[config.mk]
export PLATFORM = sky130hd
export DESIGN_NAME = imem_loader_flat
export DESIGN_NICKNAME = d
export VERILOG_FILES = /design/src/rtl/imem_loader_pkg.sv /design/src/rtl/imem_loader_if.sv /design/src/rtl/imem_loader_word_assembler.sv /design/src/rtl/imem_loader.sv /design/src/flat_wrapper.sv
export SDC_FILE = /design/constraint.sdc
export NUM_CORES = 1
export LEC_CHECK = 0
export CAP_MARGIN = 15
export CORE_UTILIZATION = 55
export CTS_BUF_LIST = sky130_fd_sc_hd__clkbuf_4
export DETAILED_ROUTE_END_ITERATION = 8
export DONT_BUFFER_PORTS = 1
export GPL_TIMING_DRIVEN = 0
export PLACE_DENSITY = 0.78
export SYNTH_ARGS = -nofsm -noshare
export SYNTH_HDL_FRONTEND = slang
export SYNTH_SLANG_ARGS = --single-unit
[constraint.sdc]
create_clock -name clk -period 4.8 [get_ports clk]
set_input_delay 0.72 -clock clk [delete_from_list [all_inputs] [get_ports clk]]
set_output_delay 0.72 -clock clk [all_outputs]
set_load 0.01 [all_outputs]
[src/rtl/imem_loader_pkg.sv]
// Shared definitions for the program loader and its neighbours (ifetch, imem).
// Holds the loader state encoding, default framing constants and the imem geometry.
package imem_loader_pkg;

    localparam int IMEM_ADDR_W = 10;
    localparam int CNT_W = 10;
    localparam logic [7:0] DEFAULT_SYNC_BYTE = 8'hA5;

    typedef enum logic [2:0] {
        S_IDLE,
        S_CNT_LO,
        S_CNT_HI,
        S_DATA,
        S_CSUM,
        S_DONE,
        S_ERR
    } state_t;

    function automatic logic is_busy(input state_t s);
        return (s == S_CNT_LO) || (s == S_CNT_HI) || (s == S_DATA) || (s == S_CSUM);
    endfunction

endpackage

[src/rtl/imem_loader_if.sv]
// Byte-stream input and instruction-memory write port of the program loader.
// Handshake: a byte moves on every clk edge where rx_valid && rx_ready; rx_data is only meaningful while rx_valid is high.
interface imem_loader_if #(
    parameter int ADDR_W = imem_loader_pkg::IMEM_ADDR_W
);
    logic [7:0]        rx_data;
    logic              rx_valid;
    logic              rx_ready;
    logic              mem_we;
    logic [ADDR_W-1:0] mem_addr_w;
    logic [31:0]       mem_data;

    modport master (
        output rx_data, rx_valid,
        input  rx_ready, mem_we, mem_addr_w, mem_data
    );

    modport slave (
        input  rx_data, rx_valid,
        output rx_ready, mem_we, mem_addr_w, mem_data
    );
endinterface

[src/rtl/imem_loader_word_assembler.sv]
// Packs data bytes little-endian into 32-bit words and issues a one-cycle write strobe
// the cycle after the fourth byte of each word; address and data hold until the next write.
module imem_loader_word_assembler #(
    parameter int ADDR_W = 10
) (
    input  logic              clk,
    input  logic              rst,
    input  logic              i_clear,
    input  logic              i_byte_valid,
    input  logic [7:0]        i_byte,
    input  logic [ADDR_W-1:0] i_addr,
    output logic              o_word_done,
    output logic              o_we,
    output logic [ADDR_W-1:0] o_addr,
    output logic [31:0]       o_data
);
    logic [1:0]        r_lane;
    logic [23:0]       r_shift;
    logic              r_we;
    logic [ADDR_W-1:0] r_addr;
    logic [31:0]       r_data;

    assign o_word_done = i_byte_valid && (r_lane == 2'd3);
    assign o_we        = r_we;
    assign o_addr      = r_addr;
    assign o_data      = r_data;

    always_ff @(posedge clk or posedge rst) begin
        if (rst) begin
            r_lane  <= 2'd0;
            r_shift <= 24'd0;
            r_we    <= 1'b0;
            r_addr  <= '0;
            r_data  <= 32'd0;
        end else begin
            r_we <= 1'b0;
            if (i_clear) begin
                r_lane <= 2'd0;
            end else if (i_byte_valid) begin
                r_lane <= r_lane + 2'd1;
                case (r_lane)
                    2'd0: r_shift[7:0]   <= i_byte;
                    2'd1: r_shift[15:8]  <= i_byte;
                    2'd2: r_shift[23:16] <= i_byte;
                    default: begin
                        r_data <= {i_byte, r_shift};
                        r_addr <= i_addr;
                        r_we   <= 1'b1;
                    end
                endcase
            end
        end
    end
endmodule

[src/rtl/imem_loader.sv]
// Program loader: parses SYNC/count/data/checksum frames from a host byte link,
// writes the words into instruction memory and holds the CPU until a good frame lands.
module imem_loader
    import imem_loader_pkg::*;
#(
    parameter int         ADDR_W    = IMEM_ADDR_W,
    parameter int         BASE_ADDR = 0,
    parameter logic [7:0] SYNC_BYTE = DEFAULT_SYNC_BYTE
) (
    input  logic          clk,
    input  logic          rst,
    imem_loader_if.slave  bus,
    output logic          cpu_hold,
    output logic          busy,
    output logic          done,
    output logic          err,
    output logic [ADDR_W:0] words_written,
    output state_t        dbg_state
);
    state_t            r_state;
    state_t            w_next;
    logic [CNT_W-1:0]  r_nm1;
    logic [CNT_W-1:0]  r_widx;
    logic [7:0]        r_csum;
    logic [ADDR_W:0]   r_words;

    logic              w_xfer;
    logic              w_is_sync;
    logic              w_start;
    logic              w_data_byte;
    logic              w_word_done;
    logic              w_last_word;
    logic [ADDR_W-1:0] w_addr;

    // Never backpressures: one byte per cycle is always sustainable.
    assign bus.rx_ready = 1'b1;

    assign w_xfer      = bus.rx_valid && bus.rx_ready;
    assign w_is_sync   = (bus.rx_data == SYNC_BYTE);
    assign w_start     = w_xfer && w_is_sync &&
                         ((r_state == S_IDLE) || (r_state == S_DONE) || (r_state == S_ERR));
    assign w_data_byte = w_xfer && (r_state == S_DATA);
    assign w_last_word = w_word_done && (r_widx == r_nm1);
    assign w_addr      = ADDR_W'(BASE_ADDR) + ADDR_W'(r_widx);

    assign done          = (r_state == S_DONE);
    assign err           = (r_state == S_ERR);
    assign cpu_hold      = (r_state != S_DONE);
    assign busy          = is_busy(r_state);
    assign words_written = r_words;
    assign dbg_state     = r_state;

    always_ff @(posedge clk or posedge rst) begin
        if (rst) r_state <= S_IDLE;
        else     r_state <= w_next;
    end

    always_comb begin
        w_next = r_state;
        case (r_state)
            S_IDLE, S_DONE, S_ERR: if (w_start) w_next = S_CNT_LO;
            S_CNT_LO: if (w_xfer) w_next = S_CNT_HI;
            S_CNT_HI: if (w_xfer) w_next = (bus.rx_data[7:2] != 6'd0) ? S_ERR : S_DATA;
            S_DATA:   if (w_last_word) w_next = S_CSUM;
            S_CSUM:   if (w_xfer) w_next = (bus.rx_data == r_csum) ? S_DONE : S_ERR;
            default:  w_next = S_IDLE;
        endcase
    end

    always_ff @(posedge clk or posedge rst) begin
        if (rst) begin
            r_nm1   <= '0;
            r_widx  <= '0;
            r_csum  <= 8'd0;
            r_words <= '0;
        end else begin
            if (w_start) begin
                r_widx  <= '0;
                r_csum  <= 8'd0;
                r_words <= '0;
            end
            if (w_xfer && (r_state == S_CNT_LO)) r_nm1[7:0] <= bus.rx_data;
            if (w_xfer && (r_state == S_CNT_HI)) r_nm1[9:8] <= bus.rx_data[1:0];
            if (w_data_byte) begin
                r_csum <= r_csum + bus.rx_data;
                if (w_word_done) begin
                    r_widx  <= r_widx + 1'b1;
                    r_words <= r_words + 1'b1;
                end
            end
        end
    end

    imem_loader_word_assembler #(
        .ADDR_W (ADDR_W)
    ) u_asm (
        .clk          (clk),
        .rst          (rst),
        .i_clear      (w_start),
        .i_byte_valid (w_data_byte),
        .i_byte       (bus.rx_data),
        .i_addr       (w_addr),
        .o_word_done  (w_word_done),
        .o_we         (bus.mem_we),
        .o_addr       (bus.mem_addr_w),
        .o_data       (bus.mem_data)
    );
endmodule

[src/flat_wrapper.sv]
// flat-port wrapper written by rule: the top's interface ports become plain ports
module imem_loader_flat import imem_loader_pkg::*;
#(
    parameter int         ADDR_W    = IMEM_ADDR_W,
    parameter int         BASE_ADDR = 0,
    parameter logic [7:0] SYNC_BYTE = DEFAULT_SYNC_BYTE
)
  (clk, rst, cpu_hold, busy, done, err, words_written, dbg_state, bus_rx_data, bus_rx_valid, bus_rx_ready, bus_mem_we, bus_mem_addr_w, bus_mem_data);
  imem_loader_if #(.ADDR_W(ADDR_W)) bus_i ();
  input  logic clk;
  input  logic rst;
  output logic cpu_hold;
  output logic busy;
  output logic done;
  output logic err;
  output logic [ADDR_W:0] words_written;
  output state_t dbg_state;
  input wire logic [$bits(bus_i.rx_data)-1:0] bus_rx_data;
  input wire logic [$bits(bus_i.rx_valid)-1:0] bus_rx_valid;
  output wire logic [$bits(bus_i.rx_ready)-1:0] bus_rx_ready;
  output wire logic [$bits(bus_i.mem_we)-1:0] bus_mem_we;
  output wire logic [$bits(bus_i.mem_addr_w)-1:0] bus_mem_addr_w;
  output wire logic [$bits(bus_i.mem_data)-1:0] bus_mem_data;
  assign bus_i.rx_data = bus_rx_data;
  assign bus_i.rx_valid = bus_rx_valid;
  assign bus_rx_ready = bus_i.rx_ready;
  assign bus_mem_we = bus_i.mem_we;
  assign bus_mem_addr_w = bus_i.mem_addr_w;
  assign bus_mem_data = bus_i.mem_data;
  imem_loader #(.ADDR_W(ADDR_W), .BASE_ADDR(BASE_ADDR), .SYNC_BYTE(SYNC_BYTE)) u_core (.clk(clk), .rst(rst), .bus(bus_i), .cpu_hold(cpu_hold), .busy(busy), .done(done), .err(err), .words_written(words_written), .dbg_state(dbg_state));
endmodule
After elaboration in Yosys (flattened, before gate mapping). Cells that the tools add are included. W data, S select, Z words.

Input bits: 11. Output and inout bits: 62. Bits in registers: 111. Logic and storage cells: 81.

Equality and inequality tests: 18. Bitwise logic cells: 2. Add/subtract/negate cells: 4. Reduce and logical (&&, ||, !) cells: 23. Multiplexer cells: 21.

Operators by type and width (count): $mux W11 (3); $mux W10 (3); $mux W3 (6); $mux W8 (2); $pmux W3 S5 (1); $reduce_and A3 Y1 (4); $add A11 B1 Y11 const B (1); $add A10 B1 Y10 const B (1); $eq A10 B10 Y1 (1); $eq A3 B3 Y1 const B (3); $add A8 B8 Y8 (1); $eq A8 B8 Y1 (1); $eq A8 B8 Y1 const B (1); $ne A2 B2 Y1 const B (4); $logic_and A1 B1 Y1 (7); $eq A3 B2 Y1 const B (2); $mux W2 (3); $reduce_bool A6 Y1 (1); $reduce_or A3 Y1 (2); $logic_or A1 B1 Y1 (5); $reduce_and A5 Y1 (1); $eq A2 B2 Y1 const B (2); $eq A3 B1 Y1 const B (1); $logic_not A3 Y1 (1); 8 further kinds (11).

Logic depth before layout (Yosys ltp). Gate-level depths: netlist of run 1.

Depth after elaboration: 7. Mapped depth: 8. Depth with buffers taken out: 8.

By module. From an unflattened synthesis of run 1, not the netlist that was laid out.

Cells, all modules: 416. Area, all modules: 5278.8 um^2.

Modules (own cells, without submodules): imem_loader_word_assembler (area an instance 2820.2 um^2, times used 1, seq. area each 1726.7 um^2, cells an instance 157); imem_loader (area an instance 2458.6 um^2, times used 1, seq. area each 1051.0 um^2, cells an instance 259).

Worst setup path before layout of run 1. Ideal clock, no wire load.

Path type: in2reg. From: input bus_rx_data[3]. To: register u_core.r_words[7], in the netlist u_core.words_written[7]. Slack: 2.724 ns. Buffers on the path: 1. Data arrival time: 1.947 ns. Stages on the path: 6. Data required time: 4.671 ns. Library setup time: 0.129 ns. Cell sequence: or3_4 -> nor4b_4 -> nand2_1 -> buf_4 -> o211ai_1 -> o31ai_1.

Cells in the longest elaborated chain, start to end: 6.

Ends and longest elaborated chain: from (decl) (line flat_wrapper.sv:18) `input wire logic [$bits(bus_i.rx_data)-1:0] bus_rx_data;`; $eq A8 B8 Y1 (*) (line imem_loader.sv:39) `assign w_is_sync = (bus.rx_data == SYNC_BYTE);`; $logic_and A1 B1 Y1 (*) (2 in a row) (line imem_loader.sv:40) `assign w_start = w_xfer && w_is_sync &&`; $mux W11 (*) (line imem_loader.sv:77) `if (w_start) begin`; $mux W11 (line imem_loader.sv:86) `if (w_word_done) begin`; $mux W11 (*) (line imem_loader.sv:84) `if (w_data_byte) begin`; to (signal assigned) (line imem_loader.sv:88) `r_words <= r_words + 1'b1;`; to (decl) (line imem_loader.sv:25) `logic [ADDR_W:0] r_words;`.

Every way passes the cells marked *; elsewhere a longest branch is shown, timed or not. A chain may end at the register's enable or synchronous reset.

Final worst setup path of run 1.
From: register u_core.r_state[2], in the netlist u_core.dbg_state[2]. To: output err.

Cells in the longest elaborated chain, start to end: 1.

Ends and longest elaborated chain: from (decl) (line imem_loader.sv:20) `state_t r_state;`; from (signal assigned) (line imem_loader.sv:55) `else r_state <= w_next;`; $eq A3 B3 Y1 (line imem_loader.sv:47) `assign err = (r_state == S_ERR);`; to (decl) (line flat_wrapper.sv:15) `output logic err;`.

Every way passes these cells.

==> results of run 1 <==
==> logic make-up after synthesis <==
family | Yosys count
AOI/OAI and AO/OA | 57
DFF | 111
other | 1
buffers and inverters | 35
muxes | 34
and+or+nand+nor | 223
adders and majority gates | 14
xor gates and xnor gates | 26
==> power groups by stage <==
stage	sequential [mW]	combinational, mW	clock (mW)
CTS	1.48	0.852	0.492
finish	1.48	0.855	0.483
detailed placement	1.50	0.847	0
floorplan	1.44	0.694	0
global route	1.51	0.972	0.529
global placement	1.48	0.798	0
==> state kept, by name, indices dropped and copies added, names as in the netlist <==
name,flops
u_core.u_asm.r_shift,24
u_core.u_asm.o_addr,10
u_core.u_asm.r_lane,2
u_core.r_widx,10
u_core.words_written,11
u_core.r_csum,8
u_core.r_nm1,10
u_core.dbg_state,3
u_core.u_asm.o_we,1
u_core.u_asm.o_data,32
==> path summary, 6_finish.rpt <==
| check | slack [ps] | endpoint | depth (start not counted) | start |
|---|---|---|---|---|
| worst max register to register | 2670 | u_core.words_written[6] | 6 | u_core.dbg_state[0] |
| max in group asynchronous | 3830 | u_core.u_asm.r_shift[16] | 2 | rst |
| worst min-delay path | 260 | u_core.r_widx[0] | 1 | rst |
| worst max-delay path | 2380 | err | 2 | u_core.dbg_state[2] |
| min in group clk | 350 | u_core.u_asm.o_data[24] | 2 | bus_rx_data[0] |
| worst min register to register | 480 | u_core.u_asm.o_data[12] | 2 | u_core.u_asm.r_shift[12] |
==> stage by stage <==
stage | hold WS (ps) | total power, mW | setup slack [ps] | utilization (%) | cells
3_5_place_dp | 451.8 | 2.346 | 2488 | 59.43 | 610
6_report | 260.8 | 2.817 | 2381 | 61.07 | 626
3_3_place_gp | 441.3 | 2.279 | 123.1 | 59.18 | 609
4_1_cts | 278.1 | 2.821 | 2373 | 61.07 | 626
5_1_grt | 293.1 | 3.012 | 2277 | 61.07 | 626
2_1_floorplan | 433.1 | 2.131 | 1149 | - | 501
==> cell type report <==
class	instances	area share, %
Clock inverter	7	1.436
Tap cell	108	2.501
Clock buffer	9	1.250
Buffer	23	2.107
Timing Repair Buffer	1	0.3705
Inverter	12	0.8798
Sequential cell	111	51.40
Multi-Input combinational cell	355	40.06
==> cells in the final DEF, fill, tap and decap left out, types with 2 or more instances in the layout <==
cell type  count
a31oi_1        2
nor3_1         4
o211ai_1       3
buf_4          5
inv_6          3
ha_1          13
nor2_1        14
mux2_2        32
o21ai_0       22
nor4_1         6
clkbuf_4       9
xor2_1        22
nand2_1      158
nor2b_1        2
o21a_1         4
buf_2          7
clkbuf_1      11
nand3_1       14
xnor2_1        4
a41oi_1        2
inv_1         11
o31ai_1        7
and3_1         4
o22ai_1        2
a21o_1         2
a21oi_1        4
dfrtp_1      111
nand4_1        7
mux2i_1        2
nor3b_1        3
==> metal layers <==
| metal | vias up | part of all wire, % | GRT usage (%) |
|---|---|---|---|
| met5 | - | 0 | 0 |
| met4 | 0 | 1.3 | 10.79 |
| met3 | 14 | 7.2 | 6.657 |
| met2 | 103 | 49 | 41.66 |
| met1 | 1797 | 42 | 30.64 |
| li1 | 1716 | - | - |
==> flow_summary.json, run 1 <==
{
  "status": "complete, but fails checks",
  "violations": "design-rule violations",
  "path_buf_inv": 1,
  "drv_slew": 0,
  "wirelength_mm": 11.15,
  "synth_compound_area_share_pct": 7.432,
  "die_x_microns": 98.31,
  "cts_sinks": 111,
  "cts-root-buf": "clkbuf_4",
  "placed_cell_area_sq_um": 5259,
  "die_height_microns": 98.31,
  "syn_area_per_cell_sq_um": 10.18,
  "switching_share_pct": 36.86,
  "syn-num-nets": 526,
  "drive_gt1_share_pct": 13.32,
  "synthArstFlopShare_pct": 100.0,
  "seqPwrFrac_pct": 52.5,
  "seq_area_frac_synth_pct": 54.45,
  "fillers": 751,
  "rows": 34,
  "gr-usage-all-layers_pct": 24.95,
  "syn2layout_area_growth_pct": 5.936,
  "design_area_sq_um": 5404,
  "post-cts-setup-buffer-count": 0,
  "synth_fa_ha_area_share_pct": 3.581,
  "grt_max_degree": 67,
  "crit_required_ps": 4080,
  "synth_seq_cells": 111,
  "nNetsFinal": 538,
  "finalSetupViolCount": 0,
  "power_frac_comb_pct": 30.4,
  "cts.path.max_buffers": 2,
  "cpPeakStageDelay_ps": 510,
  "hpwl_mm": 7.897,
  "ys_top_cells_by_area": "dfrtp_1 (54%), nand2_1 (12%), mux2_2 (7.1%)",
  "slew_headroom_pct": 46.83,
  "multiInputGateArea_sq_um": 2165,
  "drc_errors": 4,
  "cts.repair.resized": 0,
  "synth_enable_flop_cells": 0,
  "cp_top_family": "flip-flops",
  "htreeDepth": 3,
  "endpoint_kind": "output pin",
  "p_sw_mw": 1.039,
  "route.vias.total": 3630,
  "synthSimpleGateAreaFrac_pct": 19.43,
  "yosysMostFrequentCell": "nand2_1",
  "finalCritPeriodShare_pct": 50.40,
  "syn-cell-area_sq_um": 5101,
  "crit_path_max_fanout": 10,
  "hold_buffers": 0,
  "dr.pass1.iters": 7,
  "cts_tree": "yes",
  "yosys_warnings": 0,
  "netlist_instances": 501,
  "initial_utilization_pct": 57.65,
  "n_antenna_cell": 0,
  "die_area_sq_um": 9664,
  "drv_cap": 0,
  "drtAntennaViolNets": 0,
  "numCtsBuffers": 9,
  "crit_chain": "clkbuf_1, and3b_1",
  "p_leak_nw": 2.703,
  "synth_top_family_by_area": "simple AND/OR/NAND/NOR gates",
  "seq_area_sq_um": 2778,
  "insertion_delay_ps": 460,
  "post-route-min-period_ps": 2419,
  "ioPinCount": 73,
  "fp.coreArea_sq_um": 8848,
  "synth_top_cell_by_area": "dfrtp_1",
  "synth-main-ff-cell": "dfrtp_1",
  "start_kind": "register",
  "rsz0062_at_grt": "false",
  "grt_pass1_wl_mm": 18.64,
  "power_frac_clock_pct": 17.2,
  "cpMaxStageDelayCell": "dfrtp_1",
  "hold_violations": 0,
  "wire_per_inst_microns": 17.81,
  "synth_xor_area_share_pct": 4.464,
  "crit_type": "reg -> out",
  "fmax_mhz": 413.4,
  "hp-class": "in -> async",
  "cp.arrival_ps": 1700,
  "routed_via_density": 5.799,
  "grt_pass1_vias": 3675,
  "worstMarginPinSlew_ps": 797.5,
  "intPower_mw": 1.779,
  "clk_pin_slew_worst_paths_ps": 180,
  "power.density_nw_per_um2": 521.3,
  "yosys.area.top_type_share_pct": 54.45,
  "synthMuxAreaShare_pct": 7.456,
  "drtIter0Drc": 243,
  "clock_skew_ps": 17.92,
  "grt-ovfl-total": 0,
  "setup_tns_ps": 0,
  "ir_drop_uv": 175.1,
  "synth_cell_types": 50,
  "synth_commonest_cells": "nand2_1 (158), dfrtp_1 (111), mux2_2 (32), o21ai_0 (22), xor2_1 (22)",
  "antenna_found_initial": 0,
  "numPortBuffers": 0,
  "gp_congestion": 0.9494
}
(Power assumes the default switching activity.)
==> run 2, diff against run 1 <==
--- a/config.mk
+++ b/config.mk
@@ -5,6 +5,7 @@
 export SDC_FILE = /design/constraint.sdc
 export NUM_CORES = 1
 export LEC_CHECK = 0
+export ABC_AREA = 1
 export CAP_MARGIN = 15
 export CORE_UTILIZATION = 55
 export CTS_BUF_LIST = sky130_fd_sc_hd__clkbuf_4
==> constraint.sdc (replaced) <==
create_clock -name clk -period 2.25 [get_ports clk]
set_input_delay 0.3375 -clock clk [delete_from_list [all_inputs] [get_ports clk]]
set_output_delay 0.3375 -clock clk [all_outputs]
set_load 0.01 [all_outputs]
==> flow_summary.json, run 2 <==
{
  "synth_fa_ha_area_share_pct": 3.559,
  "gp_congestion": 0.9380,
  "drtIter0Drc": 322,
  "rsz0062_at_grt": "false",
  "syn-num-nets": 642,
  "htreeDepth": 3,
  "route.vias.total": 4112,
  "p_leak_nw": 2.755,
  "synth_enable_flop_cells": 0,
  "initial_utilization_pct": 57.73,
  "cts.repair.resized": 0,
  "die_height_microns": 98.60,
  "synth_xor_area_share_pct": 1.706,
  "grt_pass1_vias": 3988,
  "yosys_warnings": 0,
  "ys_top_cells_by_area": "dfrtp_1 (54%), nand2_1 (16%), o21ai_0 (5.8%)",
  "rows": 34,
  "clk_pin_slew_worst_paths_ps": 190,
  "cp.arrival_ps": 2450,
  "placed_cell_area_sq_um": 5311,
  "setup_tns_ps": 0,
  "finalCritPeriodShare_pct": 91.70,
  "drv_cap": 0,
  "routed_via_density": 5.527,
  "synthArstFlopShare_pct": 100.0,
  "numPortBuffers": 0,
  "die_x_microns": 98.60,
  "hp-class": "in -> reg",
  "design_area_sq_um": 5475,
  "post-place-ws_ps": 229.1,
  "finalPower_mw": 5.675,
  "power.density_nw_per_um2": 1036,
  "drive_gt1_share_pct": 6.132,
  "yosys.area.top_type_share_pct": 54.12,
  "post-route-min-period_ps": 2063,
  "yosysMostFrequentCell": "nand2_1",
  "crit_required_ps": 2640,
  "drc_errors": 0,
  "drtAntennaViolNets": 0,
  "layout_common_cells": "nand2_1 (219), dfrtp_1 (111), o21ai_0 (59)",
  "synthMuxAreaShare_pct": 0,
  "synth_cell_types": 32,
  "grt-ovfl-total": 0,
  "synthSimpleGateAreaFrac_pct": 25.45,
  "synth_compound_area_share_pct": 9.118,
  "fmax_mhz": 484.7,
  "cts-root-buf": "clkbuf_4",
  "nNetsFinal": 656,
  "grt_pass1_wl_mm": 19.26,
  "synth_top_cell_by_area": "dfrtp_1",
  "hold_violations": 0,
  "dp_cells": 727,
  "insertion_delay_ps": 470,
  "ioPinCount": 73,
  "endpoint_kind": "register",
  "final_common_cell": "nand2_1",
  "status": "finished clean",
  "clock_skew_ps": 22.39,
  "synth_top_family_by_area": "simple AND/OR/NAND/NOR gates",
  "synth-main-ff-cell": "dfrtp_1",
  "syn-cell-area_sq_um": 5132,
  "synth_commonest_cells": "nand2_1 (219), dfrtp_1 (111), o21ai_0 (59), inv_1 (55), nor2_1 (31)",
  "antenna_found_initial": 0,
  "wire_per_inst_microns": 15.58,
  "largest_reg_flops": 32,
  "gr-usage-all-layers_pct": 25.33,
  "fp.coreArea_sq_um": 8891,
  "syn2layout_area_growth_pct": 6.680,
  "hold_slack_ps": 87.72,
  "grt_max_degree": 44,
  "synth_seq_cells": 111,
  "layout.cells.non_filler": 744,
  "slew_headroom_pct": 57.49,
  "seq_area_frac_synth_pct": 54.12,
  "syn_area_per_cell_sq_um": 8.318,
  "hpwl_mm": 8.262,
  "cts_tree": "yes",
  "drv_slew": 0,
  "crit_type": "reg -> reg",
  "dr.pass1.iters": 4,
  "netlist_instances": 617,
  "post-route-util_pct": 61.58,
  "wirelength_mm": 11.59,
  "fillers": 757,
  "crit_path_max_fanout": 10,
  "cts.path.max_buffers": 2,
  "post-cts-setup-buffer-count": 0,
  "ir_drop_uv": 645.0,
  "hold_buffers": 1,
  "cts_sinks": 111,
  "setup_ws_ps": 186.8,
  "start_kind": "register",
  "numCtsBuffers": 9,
  "n_antenna_cell": 0,
  "die_area_sq_um": 9722,
  "worstMarginPinSlew_ps": 636.3,
  "finalSetupViolCount": 0
}
-- run 2: where the power goes --
| group | internal, mW | leakage (nW) | switching (mW) |
|---|---|---|---|
| clock network | 0.279 | 0.0817 | 0.756 |
| registers | 2.52 | 1.48 | 0.542 |
| logic | 0.588 | 1.19 | 0.988 |
-- run 2: final cells by class --
type	count	area (sq um)	share of cell area, %
inverter	59	225.2	4.113
multi-input combinational	429	2048	37.41
timing repair buffer	3	50.05	0.9141
tap	108	135.1	2.468
clock inverter	7	86.33	1.577
buffer	18	85.08	1.554
sequential	111	2778	50.73
clock buffer	9	67.56	1.234
-- run 2: critical path: stages (launching register included) --
cell and delay, ps:
dfrtp_1 510, inv_1 180, nand2_1 80, nor2_1 280, nor2_2 110, a21oi_4 330
inv_2 110, buf_2 210, nand3_1 90, nand2_1 70
-- run 2: worst paths after layout --
check                      cells after the start  slack (ps)                      from                      end
setup reg to reg                               9         190       u_core.dbg_state[1]  u_core.words_written[9]
setup / recovery                               9         190       u_core.dbg_state[1]  u_core.words_written[9]
hold / removal                                 2          90              bus_rx_valid          u_core.r_nm1[9]
hold reg to reg                                2         500  u_core.u_asm.r_shift[22]  u_core.u_asm.o_data[22]
min in group asynchronous                      2         390                       rst         u_core.r_csum[1]
max in group asynchronous                      4         970                       rst         u_core.r_csum[7]
-- run 2: kinds of logic (layout without fill, tap and decap cells) --
kind of cell,count (synthesis),in the layout
flops,111,111
other cells,1,1
xor+xnor,10,10
fa+ha+maj,14,14
simple gates,315,315
buf+inv,77,96
compound gates,89,89
-- run 2: layer usage --
layer	routed length [microns]	vias to the layer above	global-route usage, %
li1	-	1997	-
met1	5140	1951	33.78
met2	5429	147	40.95
met3	824	17	5.887
met4	197	0	9.070
met5	0	-	0
==> run 3, diff against run 2 <==
--- a/config.mk
+++ b/config.mk
@@ -7,12 +7,14 @@
 export LEC_CHECK = 0
 export ABC_AREA = 1
 export CAP_MARGIN = 15
-export CORE_UTILIZATION = 55
+export CORE_MARGIN = 5
+export CORE_UTILIZATION = 35
 export CTS_BUF_LIST = sky130_fd_sc_hd__clkbuf_4
 export DETAILED_ROUTE_END_ITERATION = 8
 export DONT_BUFFER_PORTS = 1
 export GPL_TIMING_DRIVEN = 0
-export PLACE_DENSITY = 0.78
+export PLACE_DENSITY = 0.57
 export SYNTH_ARGS = -nofsm -noshare
 export SYNTH_HDL_FRONTEND = slang
+export SYNTH_HIERARCHICAL = 1
 export SYNTH_SLANG_ARGS = --single-unit
==> flow_summary.json, run 3 <==
{
  "cp.arrival_ps": 2420,
  "cts-root-buf": "clkbuf_4",
  "nNetsFinal": 736,
  "slew_headroom_pct": 42.57,
  "layout_common_cells": "nand2_1 (258), dfrtp_1 (108), nand4_1 (73)",
  "drive_gt1_share_pct": 11.59,
  "numCtsBuffers": 9,
  "largest_reg_flops": 32,
  "hold_violations": 0,
  "insertion_delay_ps": 490,
  "finalSetupViolCount": 0,
  "n_antenna_cell": 0,
  "crit_required_ps": 2640,
  "drv_cap": 0,
  "status": "finished clean",
  "post-route-util_pct": 39.31,
  "crit_type": "reg -> reg",
  "synth_commonest_cells": "nand2_1 (259), dfrtp_1 (111), nand4_1 (73), inv_1 (53), nor2_1 (33)",
  "hp-class": "in -> reg",
  "setup_ws_ps": 221.1,
  "dr.pass1.iters": 4,
  "wirelength_mm": 14.62,
  "drtAntennaViolNets": 0,
  "seq_area_frac_synth_pct": 49.72,
  "gr-usage-all-layers_pct": 16.34,
  "drv_slew": 0,
  "synth_cell_types": 37,
  "fillers": 1670,
  "synth_seq_cells": 111,
  "cts.path.max_buffers": 2,
  "htreeDepth": 3,
  "routed_via_density": 4.954,
  "syn-num-nets": 708,
  "crit_path_max_fanout": 10,
  "grt-ovfl-total": 0,
  "initial_utilization_pct": 35.43,
  "endpoint_kind": "register",
  "syn2layout_area_growth_pct": 10.95,
  "ir_drop_uv": 565.1,
  "gp_congestion": 0.8497,
  "synth-main-ff-cell": "dfrtp_1",
  "syn_area_per_cell_sq_um": 8.180,
  "die_height_microns": 136.3,
  "finalPower_mw": 5.474,
  "post-route-min-period_ps": 2029,
  "reg2reg_depth": 11,
  "die_x_microns": 136.3,
  "yosys.area.top_type_share_pct": 49.72,
  "netlist_instances": 683,
  "finalCritPeriodShare_pct": 90.17,
  "die_area_sq_um": 18590,
  "syn-cell-area_sq_um": 5587,
  "wire_per_inst_microns": 15.68,
  "rsz0062_at_grt": "false",
  "final_common_cell": "nand2_1",
  "antenna_found_initial": 0,
  "cts_tree": "yes",
  "ioPinCount": 73,
  "clock_skew_ps": 25.27,
  "worstMarginPinSlew_ps": 861.5,
  "synth_top_cell_by_area": "dfrtp_1",
  "fp.coreArea_sq_um": 15770,
  "ys_top_cells_by_area": "dfrtp_1 (50%), nand2_1 (17%), nand4_1 (8.2%)",
  "rows": 46,
  "yosys_warnings": 6,
  "cts_sinks": 111,
  "hpwl_mm": 10.39,
  "clk_pin_slew_worst_paths_ps": 170,
  "grt_pass1_wl_mm": 23.83,
  "drc_errors": 0,
  "synth_enable_flop_cells": 0,
  "drtIter0Drc": 286,
  "start_kind": "register",
  "min_path_cells": 2,
  "post-place-ws_ps": -531.7,
  "yosysMostFrequentCell": "nand2_1",
  "numPortBuffers": 0,
  "synthArstFlopShare_pct": 100.0,
  "reg2reg_setup_slack_ps": 220,
  "grt_pass1_vias": 4521,
  "power.density_nw_per_um2": 883.0,
  "p_leak_nw": 3.308,
  "fmax_mhz": 492.9,
  "grt_max_degree": 70,
  "route.vias.total": 4617
}
## run 3: cell type report
cell class,count,area [sq um],area share (%)
well taps,216,270.3,4.360
multi-input cells,485,2430,39.20
clock inverters,6,55.05,0.8882
clock buffers,10,75.07,1.211
inverters,57,234.0,3.775
flip-flops and latches,111,2781,44.87
repair buffers,19,180.2,2.907
plain buffers,28,172.7,2.786
## run 3: logic make-up after synthesis
| logic type | count (synthesis) | synth area share (%) |
|---|---|---|
| AND/OR/NAND/NOR | 420 | 34.47 |
| flip-flops | 111 | 49.72 |
| XOR/XNOR | 5 | 0.7840 |
| multiplexers | 4 | 0.7615 |
| buffers and inverters | 87 | 6.965 |
| AO/OA/AOI/OAI | 41 | 3.964 |
| other | 1 | 0.06712 |
| adder cells (fa/ha/maj) | 14 | 3.270 |
## run 3: through the flow
stage,area [sq um],hold slack [ps],setup TNS (ps),cells
3_5_place_dp,5883,151.6,-8770,900
6_report,6198,92.39,0,932
3_3_place_gp,5861,453.5,-41390,899
4_1_cts,6128,44.44,-24.83,925
5_1_grt,6198,82.97,0,932
2_1_floorplan,5590,442.0,0,683
## run 3: timing repair
action                                 CTS  global route
hold buffers                             9             0
setup buffers                            1             8
setup endpoints to repair               63            63
endpoints found under the hold margin  150             0
resized for setup                        9            10
pin swaps                                0             3
## run 3: worst paths after layout
check                                           endpoint                      from
worst max-delay path              u_core/u_asm/o_addr[2]       u_core/dbg_state[0]
worst min register to register  u_core/u_asm/r_shift[14]  u_core/u_asm/r_shift[14]
worst max register to register    u_core/u_asm/o_addr[2]       u_core/dbg_state[0]
min in group asynchronous               u_core/r_csum[4]                       rst
worst min-delay path                     u_core/r_nm1[7]            bus_rx_data[7]
max in group asynchronous       u_core/u_asm/r_shift[12]                       rst
## run 3: power breakdown
part           total, mW  leakage, nW  internal (mW)  switching [mW]
clock              0.941       0.0754          0.260           0.681
combinational       1.70         1.76          0.613            1.08
sequential          2.84         1.47           2.45           0.391
total               5.47         3.31           3.32            2.15
## run 3: routing by layer
metal	global-route usage, %	part of all wire [%]	vias to the layer above
li1	-	-	2299
met1	21.40	45	2171
met2	25.32	46	121
met3	5.292	6.7	26
met4	5.991	2.8	0
met5	0	0	-
## run 3: critical path, stage by stage (launching register included)
cell	delay, ps
dfrtp_2	490
inv_1	160
nor2_2	60
nand2_1	150
nand3_2	180
nand2_4	150
inv_4	100
inv_4	130
nand3_4	140
buf_2	230
nand2_1	80
nand2_1	40
